File: config.mk
export PLATFORM = sky130hd
export DESIGN_NAME = alu_pipe
export DESIGN_NICKNAME = d
export VERILOG_FILES = /design/src/rtl/alu_pipe.sv
export SDC_FILE = /design/constraint.sdc
export NUM_CORES = 1
export LEC_CHECK = 0
export BUFFER_PORTS_ARGS = -buffer_cell sky130_fd_sc_hd__buf_2
export CAP_MARGIN = 20
export CELL_PAD_IN_SITES_DETAIL_PLACEMENT = 1
export CELL_PAD_IN_SITES_GLOBAL_PLACEMENT = 1
export CORE_UTILIZATION = 45
export CTS_BUF_LIST = sky130_fd_sc_hd__clkbuf_16
export CTS_CLUSTER_DIAMETER = 200
export CTS_CLUSTER_SIZE = 40
export DETAILED_ROUTE_END_ITERATION = 6
export PLACE_DENSITY = 0.83
export SYNTH_ARGS = -nofsm -noshare
export SYNTH_HDL_FRONTEND = slang
export SYNTH_SLANG_ARGS = --single-unit
File: constraint.sdc
create_clock -name clk -period 3.7 [get_ports clk]
set_clock_uncertainty 0.15 [all_clocks]
set_input_delay 0.74 -clock clk [delete_from_list [all_inputs] [get_ports clk]]
set_output_delay 0.74 -clock clk [all_outputs]
set_load 0.03 [all_outputs]
File: src/rtl/alu_pipe.sv
// alu_pipe: registered RV32I execution unit between the ALU reservation station and the CDB arbiter.
// Optional RV32M multiply/divide engine is enabled by defining M_EXT_EN.
// Ports:
//   clk, rst_n (async, active low), rdy (global enable), flush (ROB clear)
//   in_valid/in_ready handshake with in_op, in_vj, in_vk, in_imm, in_robid, in_pc
//   out_valid/out_grant handshake with out_value, out_robid, out_topc
//   busy: an op is in flight or a result is held

`ifndef ROB_SIZE_LOG
`define ROB_SIZE_LOG 4
`endif

package alu_pipe_pkg;
    localparam logic [5:0] OP_NULL = 6'd0, OP_LUI = 6'd1, OP_AUIPC = 6'd2, OP_JAL = 6'd3,
        OP_JALR = 6'd4, OP_BEQ = 6'd5, OP_BNE = 6'd6, OP_BLT = 6'd7, OP_BGE = 6'd8,
        OP_BLTU = 6'd9, OP_BGEU = 6'd10, OP_ADDI = 6'd11, OP_SLTI = 6'd12, OP_SLTIU = 6'd13,
        OP_XORI = 6'd14, OP_ORI = 6'd15, OP_ANDI = 6'd16, OP_SLLI = 6'd17, OP_SRLI = 6'd18,
        OP_SRAI = 6'd19, OP_ADD = 6'd20, OP_SUB = 6'd21, OP_SLL = 6'd22, OP_SLT = 6'd23,
        OP_SLTU = 6'd24, OP_XOR = 6'd25, OP_SRL = 6'd26, OP_SRA = 6'd27, OP_OR = 6'd28,
        OP_AND = 6'd29, OP_MUL = 6'd30, OP_MULH = 6'd31, OP_MULHSU = 6'd32, OP_MULHU = 6'd33,
        OP_DIV = 6'd34, OP_DIVU = 6'd35, OP_REM = 6'd36, OP_REMU = 6'd37;
endpackage

module alu_pipe
    import alu_pipe_pkg::*;
#(
    parameter int XLEN  = 32,
    parameter int OP_W  = 6,
    parameter int ROB_W = `ROB_SIZE_LOG,
    parameter int DIV_W = XLEN
) (
    input  logic             clk,
    input  logic             rst_n,
    input  logic             rdy,
    input  logic             flush,
    input  logic             in_valid,
    output logic             in_ready,
    input  logic [OP_W-1:0]  in_op,
    input  logic [XLEN-1:0]  in_vj,
    input  logic [XLEN-1:0]  in_vk,
    input  logic [XLEN-1:0]  in_imm,
    input  logic [ROB_W-1:0] in_robid,
    input  logic [XLEN-1:0]  in_pc,
    output logic             out_valid,
    input  logic             out_grant,
    output logic [XLEN-1:0]  out_value,
    output logic [ROB_W-1:0] out_robid,
    output logic [XLEN-1:0]  out_topc,
    output logic             busy
);
    localparam int SH_W = $clog2(XLEN);

`ifdef M_EXT_EN
    typedef enum logic [1:0] {IDLE, MUL, DIV} state_t;
`else
    typedef enum logic {IDLE} state_t;
`endif
    state_t state;

    logic            accept, free, imm_op, eq, lt, ltu, taken, alu_ok;
    logic [XLEN-1:0] b, pc4, alu_val, alu_topc;
    logic [SH_W-1:0] sh;

    // Output register can take a new result when empty or being drained this cycle.
    assign free     = !out_valid | out_grant;
    assign in_ready = rst_n & rdy & !flush & (state == IDLE) & free;
    assign accept   = in_valid & in_ready;
    assign busy     = (state != IDLE) | out_valid;

    assign imm_op = (in_op >= OP_ADDI) && (in_op <= OP_SRAI);
    assign b      = imm_op ? in_imm : in_vk;
    assign sh     = b[SH_W-1:0];
    assign pc4    = in_pc + XLEN'(4);
    assign eq     = in_vj == in_vk;
    assign lt     = $signed(in_vj) < $signed(b);
    assign ltu    = in_vj < b;
    assign taken  = (in_op == OP_BEQ) ? eq : (in_op == OP_BNE) ? !eq : (in_op == OP_BLT) ? lt :
                    (in_op == OP_BGE) ? !lt : (in_op == OP_BLTU) ? ltu : !ltu;

    always_comb begin
        alu_ok   = 1'b1;
        alu_val  = '0;
        alu_topc = '0;
        case (in_op)
            OP_LUI:   alu_val = in_imm;
            OP_AUIPC: alu_val = in_pc + in_imm;
            OP_JAL: begin
                alu_val  = pc4;
                alu_topc = in_pc + in_imm;
            end
            OP_JALR: begin
                alu_val  = pc4;
                alu_topc = (in_vj + in_imm) & ~XLEN'(1);
            end
            OP_BEQ, OP_BNE, OP_BLT, OP_BGE, OP_BLTU, OP_BGEU: begin
                alu_val  = XLEN'(taken);
                alu_topc = taken ? in_pc + in_imm : pc4;
            end
            OP_ADD, OP_ADDI:   alu_val = in_vj + b;
            OP_SUB:            alu_val = in_vj - in_vk;
            OP_SLL, OP_SLLI:   alu_val = in_vj << sh;
            OP_SLT, OP_SLTI:   alu_val = XLEN'(lt);
            OP_SLTU, OP_SLTIU: alu_val = XLEN'(ltu);
            OP_XOR, OP_XORI:   alu_val = in_vj ^ b;
            OP_OR, OP_ORI:     alu_val = in_vj | b;
            OP_AND, OP_ANDI:   alu_val = in_vj & b;
            OP_SRL, OP_SRLI:   alu_val = in_vj >> sh;
            OP_SRA, OP_SRAI:   alu_val = XLEN'($signed(in_vj) >>> sh);
            default:           alu_ok = 1'b0;
        endcase
    end

`ifdef M_EXT_EN
    localparam int CW = $clog2(DIV_W + 1);

    logic              is_mul, is_div, sgn_div, m_sa, m_sb, m_hi;
    logic              d_negq, d_negr, d_rem, d_dz, ge;
    logic [XLEN-1:0]   m_a, m_b, mul_res, d_q, d_r, d_d, d_a, q_n, r_n, quo, rmd, div_res;
    logic [XLEN:0]     r_sh, diff;
    logic [2*XLEN-1:0] prod;
    logic [ROB_W-1:0]  m_rob;
    logic [CW-1:0]     d_cnt;

    assign is_mul  = (in_op >= OP_MUL) && (in_op <= OP_MULHU);
    assign is_div  = (in_op >= OP_DIV) && (in_op <= OP_REMU);
    assign sgn_div = (in_op == OP_DIV) || (in_op == OP_REM);

    // Sign-extending to 2*XLEN lets one unsigned multiplier cover all signedness mixes.
    assign prod    = {{XLEN{m_sa & m_a[XLEN-1]}}, m_a} * {{XLEN{m_sb & m_b[XLEN-1]}}, m_b};
    assign mul_res = m_hi ? prod[2*XLEN-1:XLEN] : prod[XLEN-1:0];

    // One restoring step on magnitudes; remainder stays below the divisor so XLEN+1 bits suffice.
    assign r_sh    = {d_r, d_q[XLEN-1]};
    assign diff    = r_sh - {1'b0, d_d};
    assign ge      = !diff[XLEN];
    assign q_n     = {d_q[XLEN-2:0], ge};
    assign r_n     = ge ? diff[XLEN-1:0] : r_sh[XLEN-1:0];
    assign quo     = d_negq ? -q_n : q_n;
    assign rmd     = d_negr ? -r_n : r_n;
    // Overflow case falls out naturally: |min|/1 = min with no negation since both signs match.
    assign div_res = d_dz ? (d_rem ? d_a : '1) : (d_rem ? rmd : quo);
`endif

    always_ff @(posedge clk or negedge rst_n) begin
        if (!rst_n) begin
            state     <= IDLE;
            out_valid <= 1'b0;
            out_value <= '0;
            out_robid <= '0;
            out_topc  <= '0;
`ifdef M_EXT_EN
            {m_sa, m_sb, m_hi, d_negq, d_negr, d_rem, d_dz} <= '0;
            {m_a, m_b, d_q, d_r, d_d, d_a} <= '0;
            m_rob <= '0;
            d_cnt <= '0;
`endif
        end else if (rdy) begin
            if (flush) begin
                state     <= IDLE;
                out_valid <= 1'b0;
            end else begin
                if (out_valid & out_grant)
                    out_valid <= 1'b0;
                case (state)
                    IDLE: begin
                        if (accept & alu_ok) begin
                            out_valid <= 1'b1;
                            out_value <= alu_val;
                            out_robid <= in_robid;
                            out_topc  <= alu_topc;
                        end
`ifdef M_EXT_EN
                        else if (accept & is_mul) begin
                            state <= MUL;
                            m_a   <= in_vj;
                            m_b   <= in_vk;
                            m_sa  <= (in_op == OP_MULH) || (in_op == OP_MULHSU);
                            m_sb  <= in_op == OP_MULH;
                            m_hi  <= in_op != OP_MUL;
                            m_rob <= in_robid;
                        end else if (accept & is_div) begin
                            state  <= DIV;
                            d_q    <= (sgn_div & in_vj[XLEN-1]) ? -in_vj : in_vj;
                            d_d    <= (sgn_div & in_vk[XLEN-1]) ? -in_vk : in_vk;
                            d_r    <= '0;
                            d_a    <= in_vj;
                            d_negq <= sgn_div & (in_vj[XLEN-1] ^ in_vk[XLEN-1]);
                            d_negr <= sgn_div & in_vj[XLEN-1];
                            d_rem  <= (in_op == OP_REM) || (in_op == OP_REMU);
                            d_dz   <= in_vk == '0;
                            d_cnt  <= CW'(DIV_W);
                            m_rob  <= in_robid;
                        end
`endif
                    end
`ifdef M_EXT_EN
                    MUL: begin
                        if (free) begin
                            state     <= IDLE;
                            out_valid <= 1'b1;
                            out_value <= mul_res;
                            out_robid <= m_rob;
                            out_topc  <= '0;
                        end
                    end
                    DIV: begin
                        // Last iteration is folded into the result load; it stalls until the output frees.
                        if (d_cnt == CW'(1)) begin
                            if (free) begin
                                state     <= IDLE;
                                out_valid <= 1'b1;
                                out_value <= div_res;
                                out_robid <= m_rob;
                                out_topc  <= '0;
                            end
                        end else begin
                            d_q   <= q_n;
                            d_r   <= r_n;
                            d_cnt <= d_cnt - CW'(1);
                        end
                    end
`endif
                    default: state <= IDLE;
                endcase
            end
        end
    end
endmodule

==> key figures, run 1 <==
Outcome
  – Status: aborted with a tool error
  – Stop stage: 4_1_cts
  – Error msg: [ERROR DPL-0033] detailed placement checks failed during check placement.

Clock tree
  – Post-CTS Setup Inserts: 35
  – Htree depth: 3
  – CTS root buffer: clkbuf_16
  – Hold bufs inserted after CTS: 0
  – Post-cts resize count: 274
  – Clock Sinks: 69
  – Clock Tree Buf Depth: 2
  – TritonCTS Buffers: 9

Synthesis
  – Top FF cell, synth: dfrtp_1
  – Cells after Synth: 2417
  – Asr flop ratio synth: 1.00
  – Distinct cells, synth: 91
  – Area of the mapped netlist: 17000 um2
  – Flops & latches, synth: 69
  – Yosys warnings: 0
  – Seq/Total Area, Yosys: 0.102
  – Synthesized net count: 2747
  – Average size of a mapped cell: 7.03 um2
  – Post-synth EDFFs: 0

Place
  – Placed Cells: 3762
  – Detailed placer's ending HPWL: 98.1 mm
  – Placer Congestion: 1.14
  – Pre-CTS setup slack: -2440 ps
  – Area after DPL: 24100 um2
  – Port Buf Inserts: 214

Floorplan
  – I/O Pins: 215
  – Initial Util: 0.461
  – Die Ht: 196 um
  – Row Count: 70
  – Die width: 196 um
## through the flow
stage	TNS, ps	utilization
floorplan	-75920	-
global placement	-105880	0.655
detailed placement	-125790	0.655
## synth_stat cells (10+ instances only)
master | count | area share
nand2_1 | 278 | 0.061
a21oi_1 | 231 | 0.068
nor2_1 | 220 | 0.049
ha_1 | 182 | 0.13
o21ai_0 | 165 | 0.049
mux2i_1 | 126 | 0.074
inv_1 | 124 | 0.027
clkbuf_1 | 94 | 0.021
xnor2_1 | 81 | 0.042
dfrtp_1 | 69 | 0.10
nand3_1 | 58 | 0.017
a21o_1 | 56 | 0.025
xor2_1 | 50 | 0.026
o211ai_1 | 49 | 0.022
a31oi_1 | 42 | 0.015
a221oi_1 | 37 | 0.019
a211oi_1 | 36 | 0.016
nor3_1 | 33 | 0.0097
nand2b_1 | 28 | 0.010
a22oi_1 | 26 | 0.011
o221ai_1 | 26 | 0.013
and3_1 | 24 | 0.0088
o21bai_1 | 22 | 0.0097
buf_2 | 20 | 0.0059
buf_1 | 19 | 0.0042
o22ai_1 | 19 | 0.0070
nand4_1 | 18 | 0.0066
nor2b_1 | 17 | 0.0063
a2111oi_0 | 16 | 0.0083
o21a_1 | 14 | 0.0062
and2_1 | 12 | 0.0044
o31ai_1 | 12 | 0.0053
nand3b_1 | 10 | 0.0044
or3_1 | 10 | 0.0037
## cell families after synthesis
kind of cell               after synthesis  synth area share
muxes                                  144            0.0875
DFF                                     69             0.102
buffers and inverters                  269            0.0648
and+or+nand+nor                        756             0.205
xor gates and xnor gates               131            0.0676
AOI/OAI and AO/OA                      862             0.334
adders and majority gates              186             0.139
==> run 2, diff against run 1 <==
CELL_PAD_IN_SITES_DETAIL_PLACEMENT = not set   (was 1)
CELL_PAD_IN_SITES_GLOBAL_PLACEMENT = not set   (was 1)
CORE_UTILIZATION = 30   (was 45)
CTS_BUF_LIST = not set   (was sky130_fd_sc_hd__clkbuf_16)
CTS_CLUSTER_DIAMETER = not set   (was 200)
CTS_CLUSTER_SIZE = not set   (was 40)
PLACE_DENSITY = not set   (was 0.83)
PLACE_DENSITY_LB_ADDON = 0.15   (was not set)
==> key figures, run 2 <==
Setup path
  – CP Capture Type: flip-flop
  – Crit path cell chain: buf_6, or4b_4, o21ai_4, buf_12, buf_6, nand2_4, o21ai_4, inv_2, ha_4, or4_4, or4b_4, nor4_4, o211a_1, o221ai_4, nand2b_4, mux2i_4, o21ai_4, buf_12, buf_6, mux2i_4, o221ai_2
  – Reg2reg start: out_valid$_DFFE_PN0P_
  – CP Launch Type: primary input
  – Worst Setup SP: in_op[2]
  – Worst path slowest cell: or4b_4
  – Max incr delay on CP: 550 ps
  – Max Fanout on Critical Path: 8
  – Required @ worst endpoint: 3830 ps
  – Crit path kind: in -> reg
  – Crit path arrival time: 5170 ps
  – R2R Setup Slk: 220 ps

Final layout
  – Layout area overhead: 66.3%
  – Non-Filler Instances: 4198
  – Fin util: 0.509
  – # diodes: 0
  – Commonest non-fill, non-tap cell in the layout: buf_4
  – Number of nets in the layout: 3775
  – Post-route design area: 28200 um2
  – Largest regs: out_topc (32), out_value (32), out_robid (4)
  – Share of cells above drive strength 1: 0.427
  – Commonest cells after routing, fill and taps aside: 863 x buf_4, 263 x nand2_1, 212 x buf_2

Synthesis
  – Top cell type's share of synthesized area: 0.134
  – Cells after Synth: 2417
  – Commonest cells post-synth: 278 x nand2_1, 231 x a21oi_1, 220 x nor2_1
  – Seq/Total Area, Yosys: 0.102
  – Flops & latches, synth: 69
  – Most numerous cell in the Yosys netlist: nand2_1
  – Average size of a mapped cell: 7.03 um2
  – Synth top area cells: ha_1 13%, dfrtp_1 10%, mux2i_1 7.4%
  – Distinct cells, synth: 91
  – Area of the mapped netlist: 17000 um2
  – Top FF cell, synth: dfrtp_1
  – Yosys warnings: 0
  – Post-synth top area cell: ha_1
  – Synthesized net count: 2747
  – Post-synth EDFFs: 0
  – Asr flop ratio synth: 1.00

Global route
  – First-pass GRT wire length: 156 mm
  – Vias in the first global route: 23100
  – All-Layer GR Usage: 0.376
  – Congestion Overflow GR: 0
  – Initial antenna violation count: 4
  – Largest net degree at the start of global routing: 60

Power and ir drop
  – Peak supply drop: 0.269 mV
  – Leak: 0.0134 uW
  – Pwr per Cell Area: 270 nW/um2

Drt
  – Total vias in the final route: 24300
  – Iteration-0 DRC Markers: 2332
  – Final WL: 111 mm
  – Mean routed wirelength per cell: 26.4 um
  – Antenna Nets Post-Route: 0
  – # DRC: 0
  – DR pass1 iterations: 6
  – Vias per cell: 5.79

STA
  – Max-slew violation count: 0
  – Slew of the pin with the lowest slew margin: 883 ps
  – Final setup viols: 64
  – PnR worst setup slack: -1340 ps
  – RSZ-0062 raised after global routing: true
  – F_max: 0.198 GHz
  – Slew margin rel.: 0.411
  – Hold Vio Cnt, Final: 0
  – Min cycle time layout: 5040 ps
  – Fin crit share: 1.36

Place
  – Port Buf Inserts: 214
  – Detailed placer's ending HPWL: 90.9 mm
  – Placer Congestion: 1.03
  – Pre-CTS setup slack: -1920 ps
  – Area after DPL: 25200 um2
  – Placed Cells: 4105

Floorplan
  – Die area: 57600 um2
  – Initial Util: 0.306
  – I/O Pins: 215
  – Die width: 240 um
  – Die Ht: 240 um
  – Core area: 55500 um2
  – Row Count: 86

Outcome
  – Violated checks: negative setup slack
  – Status: finished, violations left

Clock tree
  – Clock Tree Buf Depth: 2
  – CTS tree: built
  – Clock Sinks: 69
  – CTS root buffer: clkbuf_16
  – TritonCTS Buffers: 9
  – Htree depth: 3
  – Clock slew at the register clock pins of the worst setup and hold paths: 100 ps
  – Hold bufs inserted after CTS: 0
  – Worst-skew pair later-pin latency: 400 ps

Hold path
  – Worst Hold Class: in -> async

Run
  – Max Cap Viol: 0
-- run 2: cell counts after synthesis --
No cell type changed its count.
-- run 2: kinds of logic after synthesis --
family / Yosys count / synth area share
AOI/OAI and AO/OA: 862 / 0.334
xor gates and xnor gates: 131 / 0.0676
and+or+nand+nor: 756 / 0.205
adders and majority gates: 186 / 0.139
buffers and inverters: 269 / 0.0648
muxes: 144 / 0.0875
DFF: 69 / 0.102
-- run 2: worst max-delay path: cells and delay by family --
kind	cells	cell delay [ps]
AO/OA/AOI/OAI	6	1110
adder cells (fa/ha/maj)	1	220
buffers and inverters	6	770
multiplexers	2	290
AND/OR/NAND/NOR	6	2030
-- run 2: per-stage QoR --
step           total power [uW]  hold WS, ps  setup TNS (ps)
2_1_floorplan              3380          294          -75920
3_3_place_gp               5720          305          -96410
3_5_place_dp               5740          318         -101200
4_1_cts                    7200          303          -64560
5_1_grt                    7950          316          -69580
6_report                   7620          281          -65110
-- run 2: repair_timing --
| item | 4_1_cts | 5_1_grt |
|---|---|---|
| endpoints found under the setup margin | 64 | 64 |
| pin swaps | 84 | 88 |
| setup buffers | 42 | 48 |
| gates cloned | 1 | 1 |
| gates resized for setup | 229 | 224 |
-- run 2: layout make-up --
type | count | area [um2]
Inverter | 126 | 485
Clock inverter | 7 | 105
Multi-Input combinational cell | 2079 | 16000
Fill cell | 5518 | 27300
Sequential cell | 69 | 1730
Clock buffer | 9 | 225
Timing Repair Buffer | 1160 | 8800
Tap cell | 748 | 936
-- run 2: layer usage --
| layer | global-route usage | share of wire |
|---|---|---|
| met1 | 0.526 | 0.44 |
| met2 | 0.569 | 0.43 |
| met4 | 0.142 | 0.042 |
| met3 | 0.0683 | 0.089 |
| met5 | 0 | 0.00030 |
-- run 2: worst paths after layout --
| path | depth (start not counted) | end |
|---|---|---|
| worst max-delay path | 21 | out_topc[19]$_DFFE_PN0P_ |
| worst min-delay path | 2 | out_value[14]$_DFFE_PN0P_ |
| worst max register to register | 10 | out_value[2]$_DFFE_PN0P_ |
| worst min register to register | 2 | out_robid[2]$_DFFE_PN0P_ |
| max in group asynchronous | 3 | out_value[3]$_DFFE_PN0P_ |
| min in group clk | 2 | out_robid[2]$_DFFE_PN0P_ |
-- run 2: power by group --
group | leakage [uW] | switching [uW] | internal [uW] | total [uW]
registers | 0.000859 | 137 | 916 | 1050
logic | 0.0124 | 3020 | 2430 | 5450
clock network | 0.000159 | 512 | 603 | 1110
total | 0.0134 | 3670 | 3950 | 7620
(Power assumes the default switching activity.)
==> run 3, diff against run 2 <==
BUFFER_PORTS_ARGS = -buffer_cell sky130_fd_sc_hd__buf_4   (was -buffer_cell sky130_fd_sc_hd__buf_2)
==> key figures, run 3 (synthesized netlist as in run 2, its figures left out) <==
Floorplan
  – Die Ht: 240 um
  – Row Count: 86
  – Core area: 55500 um2
  – Die area: 57600 um2
  – Die width: 240 um
  – Initial Util: 0.306
  – I/O Pins: 215

Clock tree
  – Clock slew at the register clock pins of the worst setup and hold paths: 80 ps
  – Clock Tree Buf Depth: 2
  – CTS tree: built
  – Hold bufs inserted after CTS: 0
  – CTS root buffer: clkbuf_16
  – TritonCTS Buffers: 9
  – Htree depth: 3
  – Clock Sinks: 69
  – Worst-skew pair later-pin latency: 390 ps

Drt
  – DR pass1 iterations: 5
  – Final WL: 110 mm
  – Iteration-0 DRC Markers: 2469
  – Antenna Nets Post-Route: 0
  – Vias per cell: 5.76
  – # DRC: 0
  – Mean routed wirelength per cell: 26.3 um
  – Total vias in the final route: 24000

Setup path
  – R2R Setup Slk: 240 ps
  – Crit path arrival time: 5070 ps
  – Reg-to-reg endpoint: out_value[20]$_DFFE_PN0P_
  – CP Capture Type: flip-flop
  – Required @ worst endpoint: 3840 ps
  – Max Fanout on Critical Path: 7
  – Crit path kind: in -> reg
  – CP Launch Type: primary input
  – Reg2Reg Depth: 12
  – Reg2reg start: out_valid$_DFFE_PN0P_

Outcome
  – Violated checks: negative setup slack
  – Status: finished, violations left

Power and ir drop
  – Int Pwr: 3870 uW
  – Pwr per Cell Area: 268 nW/um2
  – Leak: 0.0133 uW
  – PnR Total Power: 7480 uW
  – Flop pwr share: 0.143
  – Sw Ratio: 0.482
  – Clk pwr share: 0.132
  – Switching pwr: 3610 uW
  – Peak supply drop: 0.270 mV
  – Comb pwr share: 0.726

STA
  – PnR worst setup slack: -1230 ps
  – Slew of the pin with the lowest slew margin: 927 ps
  – Final setup viols: 64
  – Fin crit share: 1.33
  – Hold Vio Cnt, Final: 0
  – RSZ-0062 raised after global routing: true
  – Max-slew violation count: 0
  – Slew margin rel.: 0.366
  – F_max: 0.203 GHz
  – Min cycle time layout: 4930 ps

Final layout
  – Commonest cells after routing, fill and taps aside: 1060 x buf_4, 270 x nand2_1, 212 x nor2_1
  – # diodes: 0
  – Non-Filler Instances: 4165
  – Share of cells above drive strength 1: 0.403
  – Fin util: 0.503
  – Layout area overhead: 64.5%
  – Commonest non-fill, non-tap cell in the layout: buf_4
  – Largest regs: out_topc (32), out_value (32), out_robid (4)
  – Number of nets in the layout: 3742
  – FILL cells: 5609

Place
  – Placed Cells: 4096
  – Port Buf Inserts: 214
  – Placer Congestion: 1.03
  – Detailed placer's ending HPWL: 89.6 mm

Global route
  – Vias in the first global route: 23300
  – Congestion Overflow GR: 0
  – All-Layer GR Usage: 0.375
  – Initial antenna violation count: 1
  – Largest net degree at the start of global routing: 57
  – First-pass GRT wire length: 156 mm

Hold path
  – Worst Hold Class: in -> async

Run
  – Max Cap Viol: 0
## run 3: changes by cell type in the layout (fill, tap and decap cells not counted), moves of 10 or more
cell,before,now
buf_2,212,0
buf_4,863,1060
buf_6,49,38
mux2i_1,88,99
o21ai_0,115,126
a21oi_1,189,199
buf_12,28,18
## run 3: how the worst max path moves through the flow
stage | to | depth (start not counted) | startpoint
final | out_topc[5]$_DFFE_PN0P_ | 19 | in_op[3]
after global routing | out_topc[22]$_DFFE_PN0P_ | 19 | in_op[3]
after CTS | out_topc[22]$_DFFE_PN0P_ | 19 | in_op[2]
after detailed placement | out_topc[22]$_DFFE_PN0P_ | 21 | in_op[5]
after global placement | out_topc[22]$_DFFE_PN0P_ | 21 | in_op[5]
after floorplan | out_topc[5]$_DFFE_PN0P_ | 21 | in_op[3]
## run 3: area by class of cell
type	count	area, um2	share of cell area
clock buffers	10	239	0.00855
clock inverters	6	52.6	0.00188
inverters	126	485	0.0174
multi-input cells	2079	15500	0.556
flip-flops and latches	69	1730	0.0618
well taps	748	936	0.0335
repair buffers	1126	8960	0.321
repair inverters	1	16.3	0.000582
## run 3: critical path, stage by stage
cell and delay [ps]:
buf_6 100, or4b_4 550, o21ai_4 100, buf_12 170
buf_12 150, o21ai_4 70, inv_2 70, ha_4 200
or4_4 520, or4b_4 580, nor4_4 210, o211a_1 210
o221ai_2 120, nand2b_4 120, mux2i_4 80, o21ai_4 430
mux2_4 350, a221oi_2 210, o21ai_1 80
## run 3: power groups by stage
stage,clock network [uW],logic (uW),registers (uW)
final,986,5430,1070
after global routing,1010,5720,1080
after CTS,1000,5220,1070
after detailed placement,0,4790,1070
after global placement,0,4770,1080
after floorplan,0,2040,1340
## run 3: repair_timing
item / 4_1_cts / 5_1_grt
endpoints found under the setup margin: 64 / 64
cloned: 5 / 0
pin swaps: 95 / 37
hold endpoints to repair: 0 / 0
setup buffers: 53 / 5
resized for setup: 268 / 61
## run 3: per-stage QoR
| step | setup WS (ps) | setup TNS, ps | hold WS [ps] | instance area (um2) |
|---|---|---|---|---|
| finish | -1230 | -60080 | 327 | 27900 |
| global placement | -1820 | -92250 | 319 | 25700 |
| floorplan | -1620 | -75920 | 294 | 17200 |
| detailed placement | -1840 | -94770 | 318 | 25700 |
| CTS | -1280 | -60390 | 340 | 27600 |
| global route | -1390 | -66870 | 362 | 27900 |
## run 3: per-layer routing
layer | GRT usage | wire, um | vias up
li1 | - | - | 11000
met3 | 0.0620 | 9310 | 202
met1 | 0.526 | 49200 | 11600
met4 | 0.142 | 4760 | 0
met2 | 0.568 | 46400 | 1210
met5 | 0 | 0 | -
